### src/rtl/pipe_stage_buf.sv
// Pipeline stage register with valid/ready handshake and a 2-entry skid buffer.
// in_ready is decoded from state only, so no combinational ready path crosses the stage.
module pipe_stage_buf #(
   parameter int unsigned DATA_W      = 32,
   parameter int unsigned CTRL_W      = 32,
   parameter bit          ZERO_BUBBLE = 1'b1
) (
   input  logic              clock,
   input  logic              reset,
   input  logic              flush,
   input  logic              in_valid,
   output logic              in_ready,
   input  logic [DATA_W-1:0] in_data,
   input  logic [CTRL_W-1:0] in_ctrl,
   output logic              out_valid,
   input  logic              out_ready,
   output logic [DATA_W-1:0] out_data,
   output logic [CTRL_W-1:0] out_ctrl,
   output logic [1:0]        occupancy
);

   typedef enum logic [1:0] {
      EMPTY = 2'd0,
      HALF  = 2'd1,
      FULL  = 2'd2
   } state_t;

   state_t            state_q, state_d;
   logic [DATA_W-1:0] main_data_q, main_data_d;
   logic [CTRL_W-1:0] main_ctrl_q, main_ctrl_d;
   logic [DATA_W-1:0] skid_data_q, skid_data_d;
   logic [CTRL_W-1:0] skid_ctrl_q, skid_ctrl_d;
   logic              acc, drn;

   always_comb begin
      in_ready  = (state_q != FULL);
      out_valid = (state_q != EMPTY);
      occupancy = state_q;
      if (ZERO_BUBBLE && (state_q == EMPTY)) begin
         out_data = '0;
         out_ctrl = '0;
      end else begin
         out_data = main_data_q;
         out_ctrl = main_ctrl_q;
      end
   end

   assign acc = in_valid & in_ready;
   assign drn = out_valid & out_ready;

   always_comb begin
      state_d     = state_q;
      main_data_d = main_data_q;
      main_ctrl_d = main_ctrl_q;
      skid_data_d = skid_data_q;
      skid_ctrl_d = skid_ctrl_q;
      if (flush) begin
         // Flush wins: any input accepted this cycle is dropped with the held entries.
         state_d     = EMPTY;
         main_data_d = '0;
         main_ctrl_d = '0;
         skid_data_d = '0;
         skid_ctrl_d = '0;
      end else begin
         unique case (state_q)
            EMPTY: begin
               if (acc) begin
                  state_d     = HALF;
                  main_data_d = in_data;
                  main_ctrl_d = in_ctrl;
               end
            end
            HALF: begin
               if (acc && drn) begin
                  main_data_d = in_data;
                  main_ctrl_d = in_ctrl;
               end else if (acc) begin
                  state_d     = FULL;
                  skid_data_d = in_data;
                  skid_ctrl_d = in_ctrl;
               end else if (drn) begin
                  state_d = EMPTY;
               end
            end
            FULL: begin
               if (drn) begin
                  state_d     = HALF;
                  main_data_d = skid_data_q;
                  main_ctrl_d = skid_ctrl_q;
               end
            end
            default: state_d = EMPTY;
         endcase
      end
   end

   always_ff @(posedge clock or negedge reset) begin
      if (!reset) begin
         state_q     <= EMPTY;
         main_data_q <= '0;
         main_ctrl_q <= '0;
         skid_data_q <= '0;
         skid_ctrl_q <= '0;
      end else begin
         state_q     <= state_d;
         main_data_q <= main_data_d;
         main_ctrl_q <= main_ctrl_d;
         skid_data_q <= skid_data_d;
         skid_ctrl_q <= skid_ctrl_d;
      end
   end

endmodule

### config.mk
export PLATFORM = sky130hd
export DESIGN_NAME = pipe_stage_buf
export DESIGN_NICKNAME = d
export VERILOG_FILES = /design/src/rtl/pipe_stage_buf.sv
export SDC_FILE = /design/constraint.sdc
export NUM_CORES = 1
export LEC_CHECK = 0
export ABC_AREA = 1
export BUFFER_PORTS_ARGS = -buffer_cell sky130_fd_sc_hd__buf_2
export CORE_MARGIN = 2
export CORE_UTILIZATION = 40
export DETAILED_ROUTE_END_ITERATION = 7
export PLACE_DENSITY_LB_ADDON = 0.15
export SLEW_MARGIN = 15
export SYNTH_ARGS = -nofsm -noshare
export SYNTH_HDL_FRONTEND = slang
export SYNTH_SLANG_ARGS = --single-unit
### constraint.sdc
create_clock -name clock -period 3.7 [get_ports clock]
set_clock_uncertainty 0.2 [all_clocks]
set_input_delay 0.555 -clock clock [delete_from_list [all_inputs] [get_ports clock]]
set_output_delay 0.555 -clock clock [all_outputs]
set_load 0.005 [all_outputs]
Yosys cells after proc, flatten, opt, wreduce, memory -nomap -nowiden
Index checks and enable logic that the tools add are counted. W data, S select, Z words.

Register bits: 130. Bits of input ports: 69. Output and inout port bits: 68. Word-level logic and storage cells: 50.

Equality and inequality tests: 9. Mux-type cells: 25. Bitwise logic cells: 2. Reduce and logical (&&, ||, !) cells: 9.

Operators by type and width (number): $mux W32 (16); $pmux W32 S3 (2); $mux W2 (6); $ne A3 B3 Y1 const B (4); $reduce_and A4 Y1 (2); $pmux W2 S3 (1); $reduce_bool A2 Y1 (3); $ne A2 B2 Y1 const B (2); $ne A4 B4 Y1 const B (1); $reduce_bool A4 Y1 (1); $reduce_and A3 Y1 (1); $and A1 B1 Y1 (2); $eq A2 B1 Y1 const B (1); $eq A2 B2 Y1 const B (1); $logic_not A2 Y1 (1); $logic_and A1 B1 Y1 (1).

Depth between registers and ports, before layout
Gate-level depths: netlist of run 1.

Depth after elaboration: 7. Gate-level depth with buffers: 11. Mapped depth without buffers: 11.

Worst setup path after synthesis of run 1
OpenSTA, ideal clock, no wires.

Kind: register to output. Start: register state_q[0] (netlist: occupancy[0]). End: output out_ctrl[0]. Arrival time: 1.348 ns. Setup slack: 1.597 ns. Cell stages (with the launch flop): 6. Path buffers: 2. Path through: dfrtp_1 > inv_1 > ha_1 > clkbuf_1 > clkbuf_1 > nor2_1.

Cells in the longest elaborated chain, start to end: 2.

RTL lines: start, declared (line 28) `state_t state_q, state_d;`; start signal, assigned (line 105) `state_q <= state_d;`; $logic_not A2 Y1 (line 39) `if (ZERO_BUBBLE && (state_q == EMPTY)) begin`; $mux W32 (line 39); end, declared (line 18) `output logic [CTRL_W-1:0] out_ctrl,`.

Every way passes these cells.

Worst setup path after layout of run 1
Start: register state_q[0] (netlist: occupancy[0]). End: output in_ready.

Cells in the longest elaborated chain, start to end: 1.

RTL lines: $ne A2 B2 Y1 (line 36) `in_ready = (state_q != FULL);`; end, declared (line 12) `output logic in_ready,`.

Every way passes these cells.

==> results of run 1 <==
==> placed cells by master (no fill, tap or decap) <==
cell type	n
nor2_1	197
nand2_1	143
buf_2	135
inv_1	130
dfrtp_1	130
o21ai_0	128
nand3_1	66
nand4_1	65
clkbuf_16	17
buf_4	16
bufinv_16	6
inv_2	5
clkinv_2	4
clkinvlp_4	4
ha_1	3
nand2_2	2
nand3_2	2
ha_2	2
buf_12	2
nand3b_1	1
nor3b_1	1
inv_6	1
clkbuf_8	1
buf_6	1
==> cells by family after synthesis <==
kind of cell               count (synthesis)  synth area share [%]
and+or+nand+nor                          477                  29.9
AOI/OAI and AO/OA                        128                  9.32
buffers and inverters                    210                  12.6
DFF                                      130                  47.3
adders and majority gates                  5                 0.910
==> power breakdown <==
group	internal (mW)	leakage [nW]	switching, mW	total [mW]
clock	1.28	0.318	0.647	1.93
combinational	0.606	2.65	1.23	1.84
sequential	1.79	1.74	0.193	1.99
==> worst max-delay path, cell delays in order (launching register included) <==
cell	delay (ns)
dfrtp_1	0.43
inv_1	0.12
ha_2	0.20
inv_2	0.62
buf_2	0.26
==> final timing paths <==
| kind | start | to | cells past startpoint |
|---|---|---|---|
| worst max-delay path | occupancy[0] | in_ready | 4 |
| worst min-delay path | reset | main_ctrl_q[26] | 1 |
| worst max register to register | occupancy[0] | skid_ctrl_q[2] | 7 |
| worst min register to register | main_data_q[25] | main_data_q[25] | 2 |
| max in group asynchronous | reset | main_data_q[21] | 2 |
| min in group clock | in_ctrl[27] | skid_ctrl_q[27] | 3 |
==> routing by layer <==
layer / share of wire, % / wire length (um)
met1: 48 / 8670
met5: 0 / 0
met4: 1.4 / 248
met3: 4.7 / 848
met2: 46 / 8290
==> area by class of cell <==
cell class	instances	area [um^2]
Clock buffer	18	439
Clock inverter	14	234
Fill cell	1747	8370
Inverter	136	512
Multi-Input combinational cell	610	2770
Sequential cell	130	3250
Tap cell	220	275
Timing Repair Buffer	154	847
==> flip-flops by register name, summed over array words and instances (netlist names) <==
signal,flops
main_data_q,32
skid_data_q,32
skid_ctrl_q,32
occupancy,2
main_ctrl_q,32
==> flow_summary.json, run 1 <==
{
  "totalWireLength_um": 18100,
  "p_leak_nw": 4.71,
  "synth_top_cell_by_area": "dfrtp_1",
  "synth.top_cell.area_share_pct": 47.3,
  "final_util_pct": 49.9,
  "die_x_um": 135,
  "clock_latency_ns": 0.42,
  "critPathLaunchType": "flip-flop",
  "layout_setup_ws_ns": 0.892,
  "grt_use_met1_pct": 28.7,
  "grt_use_total_pct": 20.7,
  "fin_setup_tns_ns": 0,
  "port_buffers": 136,
  "vias_per_cell": 4.92,
  "htree_levels": 4,
  "start_util_pct": 41.2,
  "clock_sinks": 130,
  "coreArea_um2": 16700,
  "drc": 0,
  "finalCritPeriodShare_pct": 75.9,
  "setup_viol": 0,
  "syn_to_final_growth_pct": 21.1,
  "hold_ws_ns": -0.00576,
  "slew_headroom_pct": 42.6,
  "hp-class": "input port to asynchronous set/reset pin",
  "ys_warn_count": 0,
  "synth-seq-cells": 130,
  "drt_iter0_markers": 454,
  "syn_nets": 1024,
  "dieArea_um2": 18300,
  "synth.most_common_cell": "nor2_1",
  "synth_seq_area_share_pct": 47.3,
  "cts_made_buffers": 17,
  "final_layout_size_suffix_gt1_share_pct": 18.6,
  "drv_slew": 0,
  "end_kind": "primary output",
  "nets": 1123,
  "peakVddDrop_v": 0.000384,
  "post_cts_resized": 0,
  "vias": 6303,
  "instances_no_fill": 1282,
  "synth-edff-count": 0,
  "synth.distinct_cells": 17,
  "clk_pin_slew_ns": 0.06,
  "postSynthCellCount": 950,
  "final_antenna_net_count": 0,
  "worstMarginPinSlew_ns": 0.860,
  "power.total_mw": 5.75,
  "path_max_fanout": 42,
  "grt_pass1_wl_um": 29800,
  "required_ns": 2.94,
  "cts_root_buf": "clkbuf_16",
  "clockBufferDepth": 2,
  "design_area_um2": 8330,
  "num_rows": 47,
  "cts_tree": "done",
  "cap_viol_max_count": 0,
  "die_h_um": 135,
  "grt_max_degree": 87,
  "grt_util_met2_pct": 32.6,
  "syn_area_per_cell_um2": 7.24,
  "powerDensity_nw_per_um2": 690,
  "post-dp-hpwl_um": 11200,
  "fmax_mhz": 356,
  "dpl.cell_count": 1250,
  "wl_per_cell_um": 14.1,
  "hold_violations": 2,
  "grt_overflow": 0,
  "grt_pass1_vias": 5801,
  "syn_area_um2": 6880,
  "grt-busiest-layer": "met2",
  "outcome": "complete, but fails checks",
  "antenna_found_initial": 0,
  "gp_congestion": 0.787,
  "antenna_cells": 0,
  "grt.met3_usage_pct": 4.35,
  "pre_cts_ws_ns": 1.13,
  "arrival_ns": 2.05,
  "synthArstFlopShare_pct": 100,
  "synthFlopType": "dfrtp_1",
  "placed_cell_area_um2": 7660,
  "synth.top_cells.by_count": "nor2_1, nand2_1, dfrtp_1, inv_1, o21ai_0",
  "violations": "hold timing",
  "crit_type": "flip-flop to primary output",
  "cts_setup_buffers": 0,
  "io_pins": 137,
  "r2r_setup_slack_ns": 1.14,
  "min_period_ns": 2.81,
  "rsz0062_at_grt": "false",
  "holdBufCountCts": 0,
  "drt_pass1_iterations": 5,
  "netlist_top_cells_area": "dfrtp_1, nor2_1, o21ai_0, nand2_1, inv_1"
}
Power figures use the tool's default switching activity.
==> inputs of run 2 (changes only) <==
- clock period: 3.7 -> 2.6 ns (I/O delays scaled with it)
==> run 2 against run 1 <==
Net effect:
- the run now ends clean
- cell area grew 1.1%
- hold slack gained 0.026 ns
- core utilization grew 0.52 points
- critical endpoint is now out_data[0]
- setup slack lost 0.65 ns
- critical path depth grew 1
- first-iteration DRC count grew 2.2%
- non-clock buffer count grew 5
- via count is essentially flat
- wire length grew 2.7%
- die area is the same
- clock power grew 38%
==> flow_summary.json, run 2 (same netlist as run 1, synthesis figures left out) <==
{
  "rsz0062_at_grt": "false",
  "grt_use_total_pct": 21.5,
  "p_seq_share_pct": 34.5,
  "crit_buf_inv": 3,
  "final_layout_size_suffix_gt1_share_pct": 18.9,
  "final_cell_mix": "nor2_1, nand2_1, buf_2",
  "clockBufferDepth": 2,
  "cellInternalPower_mw": 5.21,
  "slew_headroom_pct": 63.1,
  "r2r-end": "main_data_q[17]",
  "num_rows": 47,
  "cts_made_buffers": 17,
  "cts_tree": "done",
  "layout_commonest_cell": "nor2_1",
  "reg2reg_depth": 9,
  "syn_to_final_growth_pct": 22.4,
  "drt_pass1_iterations": 4,
  "setup_viol": 0,
  "vias_per_cell": 4.89,
  "nets": 1128,
  "gp_congestion": 0.745,
  "multi_input_area_um2": 2770,
  "r2r_start": "occupancy[0]",
  "grt_pass1_vias": 5913,
  "finalCritPeriodShare_pct": 90.6,
  "hold_start": "in_data[2]",
  "ff_latch_area_um2": 3250,
  "start_util_pct": 41.2,
  "grt_max_degree": 65,
  "port_buffers": 136,
  "cp_cell_sequence": "inv_1 -> ha_2 -> buf_12 -> nor2_1 -> buf_2",
  "fillCellCount": 1730,
  "powerDensity_nw_per_um2": 980,
  "netSwitchingFraction_pct": 36.9,
  "min_period_ns": 2.36,
  "worstMarginPinSlew_ns": 0.553,
  "antenna_found_initial": 2,
  "die_x_um": 135,
  "cts_root_buf": "clkbuf_16",
  "p_leak_nw": 4.75,
  "io_pins": 137,
  "clock_sinks": 130,
  "peakVddDrop_v": 0.000756,
  "fin_setup_tns_ns": 0,
  "cap_viol_max_count": 0,
  "clock_latency_ns": 0.42,
  "min_path_cells": 3,
  "wl_per_cell_um": 14.4,
  "grt_overflow": 0,
  "drt_iter0_markers": 464,
  "cpPeakStageDelay_ns": 0.44,
  "critPathLaunchType": "flip-flop",
  "drv_slew": 0,
  "p_sw_mw": 3.04,
  "path_max_fanout": 64,
  "cpLargestDelayFamily": "buffers and inverters",
  "grt_pass1_wl_um": 30800,
  "vias": 6297,
  "dieArea_um2": 18300,
  "final_util_pct": 50.4,
  "die_h_um": 135,
  "final_antenna_net_count": 0,
  "cp_slowest_cell": "dfrtp_1",
  "crit_type": "flip-flop to primary output",
  "r2r_setup_slack_ns": 0.40,
  "totalWireLength_um": 18600,
  "drc": 0,
  "clk_pin_slew_ns": 0.06,
  "required_ns": 2.01,
  "hp-class": "input port to flip-flop",
  "outcome": "completed",
  "coreArea_um2": 16700,
  "htree_levels": 4,
  "clkPwrFrac_pct": 32.2,
  "fmax_mhz": 424,
  "share_comb_of_total_power_pct": 33.3,
  "holdPathEnd": "skid_data_q[2]",
  "post-dp-hpwl_um": 11400,
  "hold_violations": 0,
  "arrival_ns": 1.77,
  "cts_setup_buffers": 0,
  "end_kind": "primary output",
  "hold_ws_ns": 0.0206
}
run 2: changes by cell type in the layout (fill, tap and decap cells not counted):
cell           previous run  this run
clkinv_2                  4         2
dlygate4sd3_1             0         1
clkinvlp_4                4         3
buf_12                    2         7
clkbuf_8                  1         0
buf_4                    16        15
bufinv_16                 6         5
clkinv_4                  0         3
inv_6                     1         3
diode_2                   0         1
run 2: how the worst max path moves through the flow:
stage	startpoint	end	slack [ns]	depth (start not counted)
2_1_floorplan	occupancy[0]	out_ctrl[0]	0.66	5
3_3_place_gp	occupancy[0]	main_ctrl_q[9]	0.50	8
3_5_place_dp	occupancy[0]	main_data_q[22]	0.43	9
4_1_cts	occupancy[0]	out_data[0]	0.21	5
5_1_grt	occupancy[0]	in_ready	0.1	5
6_report	occupancy[0]	out_data[0]	0.24	5
run 2: area by class of cell:
| cell class | count | share of cell area, % |
|---|---|---|
| Clock buffer | 17 | 5.05 |
| Sequential cell | 130 | 38.7 |
| Inverter | 136 | 6.08 |
| Timing Repair Buffer | 159 | 11.3 |
| Clock inverter | 15 | 2.74 |
| Antenna cell | 1 | 0.0297 |
| Multi-Input combinational cell | 610 | 32.9 |
| Tap cell | 220 | 3.27 |
run 2: power by group through the flow:
stage | Combinational (mW) | Clock, mW | Sequential, mW
6_report | 2.75 | 2.66 | 2.84
5_1_grt | 3.16 | 2.81 | 2.91
4_1_cts | 2.80 | 2.71 | 2.85
3_5_place_dp | 2.79 | 0 | 2.87
3_3_place_gp | 2.77 | 0 | 2.87
2_1_floorplan | 1.83 | 0 | 2.79
run 2: through the flow:
| step | worst slack, ns | total power [mW] | area, um^2 | instances |
|---|---|---|---|---|
| after floorplan | 0.662 | 4.63 | 6880 | 950 |
| after global placement | 0.496 | 5.63 | 7750 | 1254 |
| after detailed placement | 0.427 | 5.67 | 7750 | 1254 |
| after CTS | 0.206 | 8.36 | 8410 | 1287 |
| after global routing | 0.0990 | 8.88 | 8420 | 1288 |
| final | 0.244 | 8.25 | 8420 | 1288 |
run 2: timing repair:
item | 4_1_cts | 5_1_grt
resized for setup | 0 | 0
hold buffers | 1 | 0
setup endpoints to repair | 0 | 0
endpoints found under the hold margin | 53 | 0
run 2: layer usage:
metal	vias up	track usage, %	share of wire [%]
li1	3216	-	-
met1	2914	29.3	47
met2	146	33.8	47
met3	21	5.11	5.0
met4	0	7.06	1.4
met5	-	0	0
run 2: worst register-to-register path: cells and delay by family (launching register included):
family	cells	cell delay (ns)
AND/OR/NAND/NOR	6	0.87
flip-flops	1	0.43
buffers and inverters	2	0.33
adder cells (fa/ha/maj)	1	0.26
